**src/rtl/bf16_pkg.sv**
```systemverilog
// -----------------------------------------------------------------------------
// bf16_pkg
// Shared definitions for the bfloat16 divider: default field widths, exponent
// bias, encodings of the special results, and the divider FSM state type.
// No ports.
// -----------------------------------------------------------------------------
package bf16_pkg;

    localparam int unsigned E    = 8;    // exponent width
    localparam int unsigned M    = 7;    // stored mantissa width
    localparam int unsigned BIAS = 127;  // exponent bias

    localparam logic [15:0] QNAN    = 16'h7FC0;  // canonical quiet NaN
    localparam logic [15:0] MAXF    = 16'h7F7F;  // largest finite magnitude
    localparam logic [7:0]  INF_EXP = 8'hFF;     // all-ones exponent

    typedef enum logic [1:0] {
        IDLE = 2'd0,
        DIV  = 2'd1,
        NORM = 2'd2,
        DONE = 2'd3
    } state_e;

endpackage

```
**src/rtl/bf16_div.sv**
```systemverilog
// -----------------------------------------------------------------------------
// bf16_div
// Iterative bfloat16 divider c = a / b, round toward zero, subnormals flushed.
// One operand pair is accepted in IDLE; a restoring divider produces one
// quotient bit per cycle, then a normalise step forms the result, which is held
// in DONE until the downstream handshake completes.
//
// Optional feature: define BF16_DIV_SPECIAL_EN to resolve zero / inf / NaN
// operands at capture (fast path straight to DONE, divide-by-zero flag).
//
// Ports
//   clk, nreset            clock, asynchronous active-low reset
//   valid_i / ready_o      operand handshake (ready_o high only in IDLE)
//   sa_i, ea_i, ma_i       dividend sign / exponent / mantissa
//   sb_i, eb_i, mb_i       divisor sign / exponent / mantissa
//   valid_o / ready_i      result handshake
//   s_o, e_o, m_o          quotient sign / exponent / mantissa
//   dz_o                   divide-by-zero flag, qualified by valid_o
// -----------------------------------------------------------------------------
module bf16_div
    import bf16_pkg::*;
#(
    parameter int unsigned E = 8,
    parameter int unsigned M = 7
) (
    input  logic         clk,
    input  logic         nreset,
    input  logic         valid_i,
    output logic         ready_o,
    input  logic         sa_i,
    input  logic [E-1:0] ea_i,
    input  logic [M-1:0] ma_i,
    input  logic         sb_i,
    input  logic [E-1:0] eb_i,
    input  logic [M-1:0] mb_i,
    output logic         valid_o,
    input  logic         ready_i,
    output logic         s_o,
    output logic [E-1:0] e_o,
    output logic [M-1:0] m_o,
    output logic         dz_o
);

    localparam int unsigned EW     = E + 2;            // signed exponent intermediate
    localparam int unsigned QW     = M + 2;            // quotient bits = iterations
    localparam int unsigned CW     = $clog2(QW);
    localparam int unsigned EMAX   = (1 << E) - 1;     // all-ones exponent
    localparam int unsigned BIAS_L = (1 << (E - 1)) - 1;

    state_e                state_q, state_d;
    logic [CW-1:0]         cnt_q, cnt_d;
    logic [M+1:0]          rem_q, rem_d;
    logic [M:0]            dvs_q, dvs_d;
    logic [M+1:0]          quo_q, quo_d;
    logic signed [EW-1:0]  exp_q, exp_d;
    logic                  sgn_q, sgn_d;
    logic                  spec_q, spec_d;
    logic                  res_s_q, res_s_d;
    logic [E-1:0]          res_e_q, res_e_d;
    logic [M-1:0]          res_m_q, res_m_d;
    logic                  res_dz_q, res_dz_d;
    logic                  s_q, s_d;
    logic [E-1:0]          e_q, e_d;
    logic [M-1:0]          m_q, m_d;
    logic                  dz_q, dz_d;
    logic                  valid_q, valid_d;
    logic                  ready_q, ready_d;

    logic                  accept_c;
    logic                  a_zero_c, b_zero_c;
    logic [M-1:0]          ma_eff_c, mb_eff_c;
    logic signed [EW-1:0]  exp_cap_c;
    logic                  spec_c, sp_s_c, sp_dz_c;
    logic [E-1:0]          sp_e_c;
    logic [M-1:0]          sp_m_c;
    logic                  rem_ge_c;
    logic [M+1:0]          rem_sub_c;
    logic signed [EW-1:0]  norm_e_c;
    logic [M-1:0]          norm_m_c;
    logic [E-1:0]          fin_e_c;
    logic [M-1:0]          fin_m_c;

    assign accept_c = valid_i && ready_q;

    // Operand decode at capture: e=0 operands are flushed to 1.0 x 2^-bias
    always_comb begin
        a_zero_c  = (ea_i == '0);
        b_zero_c  = (eb_i == '0);
        ma_eff_c  = a_zero_c ? '0 : ma_i;
        mb_eff_c  = b_zero_c ? '0 : mb_i;
        exp_cap_c = EW'(ea_i) - EW'(eb_i) + EW'(BIAS_L);
    end

    // Special-operand classification; without the feature nothing is special
    always_comb begin
        spec_c  = 1'b0;
        sp_s_c  = 1'b0;
        sp_e_c  = '0;
        sp_m_c  = '0;
        sp_dz_c = 1'b0;
`ifdef BF16_DIV_SPECIAL_EN
        if ((ea_i == E'(EMAX)) || (eb_i == E'(EMAX)) || (a_zero_c && b_zero_c)) begin
            // NaN/inf operand or 0/0: canonical positive quiet NaN
            spec_c = 1'b1;
            sp_e_c = E'(EMAX);
            sp_m_c = {1'b1, {(M-1){1'b0}}};
        end else if (b_zero_c) begin
            spec_c  = 1'b1;
            sp_s_c  = sa_i ^ sb_i;
            sp_e_c  = E'(EMAX);
            sp_dz_c = 1'b1;
        end else if (a_zero_c) begin
            spec_c = 1'b1;
            sp_s_c = sa_i ^ sb_i;
        end
`endif
    end

    // One restoring-division step: subtract when possible, then shift left
    always_comb begin
        rem_ge_c  = (rem_q >= {1'b0, dvs_q});
        rem_sub_c = rem_ge_c ? (rem_q - {1'b0, dvs_q}) : rem_q;
    end

    // Normalise: quotient lies in (0.5, 2), so at most one left shift is needed
    always_comb begin
        if (quo_q[M+1]) begin
            norm_m_c = quo_q[M:1];
            norm_e_c = exp_q;
        end else begin
            norm_m_c = quo_q[M-1:0];
            norm_e_c = exp_q - EW'(1);
        end
        if (int'(norm_e_c) >= int'(EMAX)) begin
            fin_e_c = E'(EMAX - 1);
            fin_m_c = '1;
        end else if (int'(norm_e_c) <= 0) begin
            fin_e_c = '0;
            fin_m_c = '0;
        end else begin
            fin_e_c = norm_e_c[E-1:0];
            fin_m_c = norm_m_c;
        end
    end

    // State register
    always_ff @(posedge clk or negedge nreset) begin
        if (!nreset) state_q <= IDLE;
        else         state_q <= state_d;
    end

    // Next-state logic
    always_comb begin
        state_d = state_q;
        case (state_q)
            IDLE: if (accept_c) state_d = DIV;
            DIV: begin
                if (spec_q)                        state_d = DONE;
                else if (cnt_q == CW'(QW - 1))     state_d = NORM;
            end
            NORM: state_d = DONE;
            DONE: if (valid_q && ready_i) state_d = IDLE;
            default: state_d = IDLE;
        endcase
    end

    // Output / datapath next values
    always_comb begin
        cnt_d    = cnt_q;
        rem_d    = rem_q;
        dvs_d    = dvs_q;
        quo_d    = quo_q;
        exp_d    = exp_q;
        sgn_d    = sgn_q;
        spec_d   = spec_q;
        res_s_d  = res_s_q;
        res_e_d  = res_e_q;
        res_m_d  = res_m_q;
        res_dz_d = res_dz_q;
        s_d      = s_q;
        e_d      = e_q;
        m_d      = m_q;
        dz_d     = dz_q;
        valid_d  = valid_q;
        ready_d  = (state_d == IDLE);
        case (state_q)
            IDLE: begin
                if (accept_c) begin
                    sgn_d    = sa_i ^ sb_i;
                    exp_d    = exp_cap_c;
                    rem_d    = {1'b0, 1'b1, ma_eff_c};
                    dvs_d    = {1'b1, mb_eff_c};
                    quo_d    = '0;
                    cnt_d    = '0;
                    spec_d   = spec_c;
                    res_s_d  = sp_s_c;
                    res_e_d  = sp_e_c;
                    res_m_d  = sp_m_c;
                    res_dz_d = sp_dz_c;
                end
            end
            DIV: begin
                if (!spec_q) begin
                    rem_d = {rem_sub_c[M:0], 1'b0};
                    quo_d = {quo_q[M:0], rem_ge_c};
                    cnt_d = cnt_q + CW'(1);
                end
            end
            NORM: begin
                res_s_d  = sgn_q;
                res_e_d  = fin_e_c;
                res_m_d  = fin_m_c;
                res_dz_d = 1'b0;
            end
            DONE: begin
                // First DONE cycle publishes the result; it then holds until taken
                if (!valid_q) begin
                    s_d     = res_s_q;
                    e_d     = res_e_q;
                    m_d     = res_m_q;
                    dz_d    = res_dz_q;
                    valid_d = 1'b1;
                end else if (ready_i) begin
                    valid_d = 1'b0;
                end
            end
            default: ;
        endcase
    end

    // Datapath and output registers
    always_ff @(posedge clk or negedge nreset) begin
        if (!nreset) begin
            cnt_q    <= '0;
            rem_q    <= '0;
            dvs_q    <= '0;
            quo_q    <= '0;
            exp_q    <= '0;
            sgn_q    <= 1'b0;
            spec_q   <= 1'b0;
            res_s_q  <= 1'b0;
            res_e_q  <= '0;
            res_m_q  <= '0;
            res_dz_q <= 1'b0;
            s_q      <= 1'b0;
            e_q      <= '0;
            m_q      <= '0;
            dz_q     <= 1'b0;
            valid_q  <= 1'b0;
            ready_q  <= 1'b1;
        end else begin
            cnt_q    <= cnt_d;
            rem_q    <= rem_d;
            dvs_q    <= dvs_d;
            quo_q    <= quo_d;
            exp_q    <= exp_d;
            sgn_q    <= sgn_d;
            spec_q   <= spec_d;
            res_s_q  <= res_s_d;
            res_e_q  <= res_e_d;
            res_m_q  <= res_m_d;
            res_dz_q <= res_dz_d;
            s_q      <= s_d;
            e_q      <= e_d;
            m_q      <= m_d;
            dz_q     <= dz_d;
            valid_q  <= valid_d;
            ready_q  <= ready_d;
        end
    end

    assign ready_o = ready_q;
    assign valid_o = valid_q;
    assign s_o     = s_q;
    assign e_o     = e_q;
    assign m_o     = m_q;
    assign dz_o    = dz_q;

endmodule

```
**config.mk**
```make
export PLATFORM = sky130hd
export DESIGN_NAME = bf16_div
export DESIGN_NICKNAME = d
export VERILOG_FILES = /design/src/rtl/bf16_pkg.sv /design/src/rtl/bf16_div.sv
export SDC_FILE = /design/constraint.sdc
export NUM_CORES = 1
export LEC_CHECK = 0
export BUFFER_PORTS_ARGS = -buffer_cell sky130_fd_sc_hd__buf_2
export CORE_UTILIZATION = 32
export DETAILED_ROUTE_END_ITERATION = 7
export GPL_ROUTABILITY_DRIVEN = 1
export PLACE_DENSITY = 0.62
export SETUP_SLACK_MARGIN = 0.02
export SYNTH_ARGS = -nofsm -noshare
export SYNTH_HDL_FRONTEND = slang
export SYNTH_SLANG_ARGS = --single-unit
```
**constraint.sdc**
```tcl
create_clock -name clk -period 2.5 [get_ports clk]
set_clock_uncertainty 0.2 [all_clocks]
set_input_delay 0.625 -clock clk [delete_from_list [all_inputs] [get_ports clk]]
set_output_delay 0.625 -clock clk [all_outputs]
set_load 0.005 [all_outputs]
```
== Word-level counts from Yosys, hierarchy flattened ==
Cells that the tools add are included.
Storage, ports and cells
  register bits after elaboration: 79
  bits in latches: 0
  RAM bits: 0
  ROM bits: 0
  input port bits: 36
  word-level logic and storage cells: 72
  memories kept: 0
Cells by class
  add/subtract/negate cells: 5
  multipliers: 0
  div/mod/pow operators: 0
  magnitude comparators: 3
  equality and inequality tests: 5
  shift-type cells: 0
  muxes and demuxes: 28
  bitwise gates (word level): 2
  reductions and logical operators: 12
Operator list (count)
  $mux 7: 6
  $pmux 9 s2: 2
  $mux 8: 4
  $mux 9: 2
  $logic_not 8->1: 2
  $pmux 8 s2: 1
  $pmux 7 s2: 1
  $add 9x8->10 const B: 1
  $ge 10x9->1 const B: 1
  $le 10x1->1 const B: 1
  $mux 10: 1
  $sub 10x2->10 const B: 1
  $ge 9x8->1: 1
  $sub 8x8->9: 1
  $pmux 2 s4: 1
  $pmux 4 s2: 1
  $reduce_and 2->1: 4
  $sub 8x8->8: 1
  $mux 2: 3
  $add 4x1->4 const B: 1
  $eq 2x2->1 const B: 2
  $eq 4x4->1 const B: 1
  $logic_not 2->1: 2
  $mux 4: 1
  8 further kinds: 13

== Depth between registers and ports, before layout ==
  depth after elaboration: 6
  mapped depth: 11
  mapped depth without buffers: 11

== Worst setup path before layout ==
OpenSTA, ideal clock, no wires.
  kind: input to register
  start: input port ea_i[0]
  end: register exp_q[7]
  library setup time: 131 ps
  data arrival time: 2463 ps
  required time: 2169 ps
  slack: -295 ps
  stages on the path: 10
  cells stage by stage: inv_1 ha_1 inv_1 fa_1 nand3_1 a21boi_1 a311o_1 nor4bb_1 xnor2_1 o21ai_1
On the way
  cells in the longest elaborated chain, start to end: 2
RTL lines
  start, declared: RTL line bf16_div.sv:31  | input logic [E-1:0] ea_i,
  $sub 8x8->9: RTL line bf16_div.sv:91  | exp_cap_c = EW'(ea_i) - EW'(eb_i) + EW'(BIAS_L);
  $add 9x8->10: RTL line bf16_div.sv:91
  end signal, assigned: RTL line bf16_div.sv:256  | exp_q <= exp_d;
  end, declared: RTL line bf16_div.sv:55  | logic signed [EW-1:0] exp_q, exp_d;
No other way between the ends.
A chain may end at the register's enable or synchronous reset.

== Worst setup path in the final report ==
  start: register exp_q[1]
  end: register res_e_q[0]
On the way
  cells in the longest elaborated chain, start to end: 6
  elaborated cells between the ends (all ways): 7
  those cells by class: 1 x add/sub; 2 x order compare; 4 x mux
RTL lines
  $sub 10x2->10: RTL line bf16_div.sv:132  | norm_e_c = exp_q - EW'(1);
  $mux 10 (*): RTL line bf16_div.sv:127  | if (quo_q[M+1]) begin
  $le 10x1->1: RTL line bf16_div.sv:137  | end else if (int'(norm_e_c) <= 0) begin
  $mux 8: RTL line bf16_div.sv:137
  $mux 8 (*): RTL line bf16_div.sv:134  | if (int'(norm_e_c) >= int'(EMAX)) begin
  $pmux 8 s2 (*): RTL line bf16_div.sv:186  | case (state_q)
  end signal, assigned: RTL line bf16_div.sv:260  | res_e_q <= res_e_d;
  end, declared: RTL line bf16_div.sv:59  | logic [E-1:0] res_e_q, res_e_d;
Every way passes the cells marked *; elsewhere a longest branch is shown, timed or not.

==> results.md <==
* Final hold violation count at 0
* Setup TNS Final at -2660 ps
* Final GP Congestion at 0.827
* Peak VDD IR at 544 uV
* Status: finished, violations left
* Most frequent cells in the layout: dfrtp_1 (76), buf_4 (62), nand2_1 (54), buf_2 (51), inv_1 (22)
* Synth Warn # at 0
* Die area at 13900 um^2
* GRT busiest layer: met2
* Post-synth cell types at 53
* Commonest non-fill, non-tap cell in the layout: dfrtp_1
* Final setup vio count at 15
* First-pass GRT wire length at 17000 um
* Root Driver: clkbuf_16
* Critical Setup Path Class: reg -> reg
* Vias at 3556
* Critical Path Fanout Max at 6
* GR met1 Demand/Resource at 19.3%
* Placed insts at 700
* Setup ws final at -221 ps
* Wire length per cell at 13.5 um
* Initial DRC Count at 135
* Ports at 55
* All-Layer GR Usage at 15.0%
* Met2 Use GR at 24.9%
* Hold depth at 2
* Largest net degree at the start of global routing at 56
* Final Max Tran Viols at 0
* Worst setup EP type: flop
* Yosys top cell by area: dfrtp_1
* Ys async rst share at 100%
* Starting Density at 33.5%
* Die W at 118 um
* PwrDens at 1240 nW/um^2
* Fin cells at 727
* Least-Margin Pin Slew at 529 ps
* Synthesized flop and latch total at 77
* Final period utilization at 109%
* Area fraction of the dominant cell type after synthesis at 44.3%
* Fin crit period at 2720 ps
* Failing checks: negative setup slack
* Synth Cell Area at 4290 um^2
* H-tree depth at 3
* Vias in the first global route at 3628
* Slew headroom at 64.7%
* Grt ovf at 0
* Final nets at 608
* CTS buffer count at 9
* Static leakage at 2.71 nW
* Power, Total at 7.17 mW
* Mapped Cells at 438
* Register area share after synthesis at 44.9%
* Synthesized Nets at 496
* Layout cell share with drive strength beyond 1 at 34.1%
* Antenna violation net count after detailed routing at 0
* Synth area leaders: dfrtp_1 (44%), ha_1 (5.8%), nand2_1 (4.8%)
* F_max at 0.367 GHz
* Reg clk slew, reported paths at 50 ps
* Site Rows at 41
* Drt pass-1 iters at 4
* Main synth FF type: dfrtp_1
* Met3 Usage GRT at 4.02%
* Core area at 12800 um^2
* Post-synth EDFFs at 0
* Vias per cell at 4.89
* Clock Sink Count at 77
* Clock latency on the worst-skew pair at 330 ps
* Final HPWL from detailed placement at 7090 um
* Post-route DRC at 0
* Antenna diode count at 0
* Buffers on Ports at 53
* Layout fillers at 1235
* Worst r2r path cells at 7
* RSZ-0062 raised after global routing: yes
* Max cap viols at 0
* Worst hold path class: reg -> reg
* Routed wire length at 9810 um
* Synth Area per Inst at 9.80 um^2
* Critical Path AT at 2730 ps
* CTS tree: yes
* Critical Path RT at 2510 ps
* Die Y-Extent at 118 um
* Clock Path Buffers at 2
* Initial antenna violation count at 0
* Area grow syn2layout at 34.5%
* DP Worst Slack at -465 ps
* Crit path launch type: flop
* Hold slack at 255 ps
## per-layer routing
metal | routed length, um | vias to the layer above | part of all wire [%]
li1 | - | 1797 | -
met2 | 4760 | 77 | 48
met1 | 4590 | 1675 | 47
met3 | 386 | 7 | 3.9
met4 | 80 | 0 | 0.82
met5 | 0 | - | 0
## stage by stage
| stage | instance area (um^2) | util [%] |
|---|---|---|
| after floorplan | 4380 | - |
| after global placement | 5240 | 40.8 |
| after detailed placement | 5240 | 40.8 |
| after CTS | 5640 | 43.9 |
| after global routing | 5770 | 45.0 |
| final | 5770 | 45.0 |
## flip-flops by register name (all words and copies together) (netlist names)
| name | cells |
|---|---|
| valid_o | 1 |
| ready_o | 1 |
| res_s_q | 1 |
| rem_q | 9 |
| sgn_q | 1 |
| exp_q | 10 |
| m_o | 7 |
| s_o | 1 |
| quo_q | 9 |
| res_e_q | 8 |
| res_m_q | 7 |
| dvs_q | 8 |
| cnt_q | 4 |
| state_q | 2 |
| e_o | 8 |
## cells by family (layout without fill, tap and decap cells)
| kind of cell | count (synthesis) | count (layout) | share of synthesized area [%] |
|---|---|---|---|
| multiplexers | 26 | 26 | 6.79 |
| XOR/XNOR | 26 | 26 | 5.30 |
| buffers and inverters | 46 | 162 | 4.11 |
| flip-flops | 77 | 77 | 44.9 |
| other | 1 | 1 | 0.0874 |
| AND/OR/NAND/NOR | 128 | 129 | 14.7 |
| adder cells (fa/ha/maj) | 22 | 22 | 6.76 |
| AO/OA/AOI/OAI | 112 | 112 | 17.4 |
## critical path, stage by stage (launching register included)
cell     delay (ps)
dfrtp_1         420
inv_2           100
ha_4            120
or3b_4          390
or4_4           460
xor2_2          190
o41a_4          440
a32o_1          280
## synth_stat cells, drive strengths merged (2+ instances only)
library cell  number
o31ai              3
or3                2
a211oi             2
nor4              10
a22o               3
a31oi              7
xor2               9
and3               3
dfrtp             76
a22oi              2
nor2b              8
a21o               8
fa                 2
nand3              8
nor2              19
or4                2
ha                20
nand2b             5
nand2             55
a21oi             22
a221o             10
xnor2             17
mux2              25
a221oi             4
nor3               8
or2                3
o21ai             40
clkbuf            18
inv               27
nand3b             2
## cell type report
cell class                      instances  area (um^2)  share of cell area (%)
Timing Repair Buffer                  119          805                    13.9
Clock inverter                          3         40.0                   0.694
Sequential cell                        77         1930                    33.4
Inverter                               27          116                    2.02
Tap cell                              172          215                    3.73
Multi-Input combinational cell        316         2430                    42.1
Clock buffer                           13          240                    4.16
## what timing repair did
action | CTS | global route
hold endpoints to repair | 5 | 0
hold buffers | 1 | 0
gates cloned | 1 | 0
gates resized for setup | 11 | 21
pin swaps | 11 | 10
buffers inserted | 7 | 2
setup endpoints to repair | 18 | 25
## where the power goes
part	internal, mW	total (mW)	leakage (nW)	switching (mW)
logic	1.85	3.71	1.60	1.86
registers	1.80	2.22	0.963	0.415
clock network	0.771	1.24	0.138	0.468
total	4.42	7.17	2.71	2.74
## worst paths after layout
check / start / endpoint / slack [ps]
min in group asynchronous: nreset / dvs_q[4] / 560
min reg2reg: dvs_q[7] / dvs_q[7] / 260
min: dvs_q[7] / dvs_q[7] / 260
max in group asynchronous: nreset / res_e_q[0] / 940
max: exp_q[1] / res_e_q[0] / -220
max reg2reg: exp_q[1] / res_e_q[0] / -220
Power figures use the tool's default switching activity.
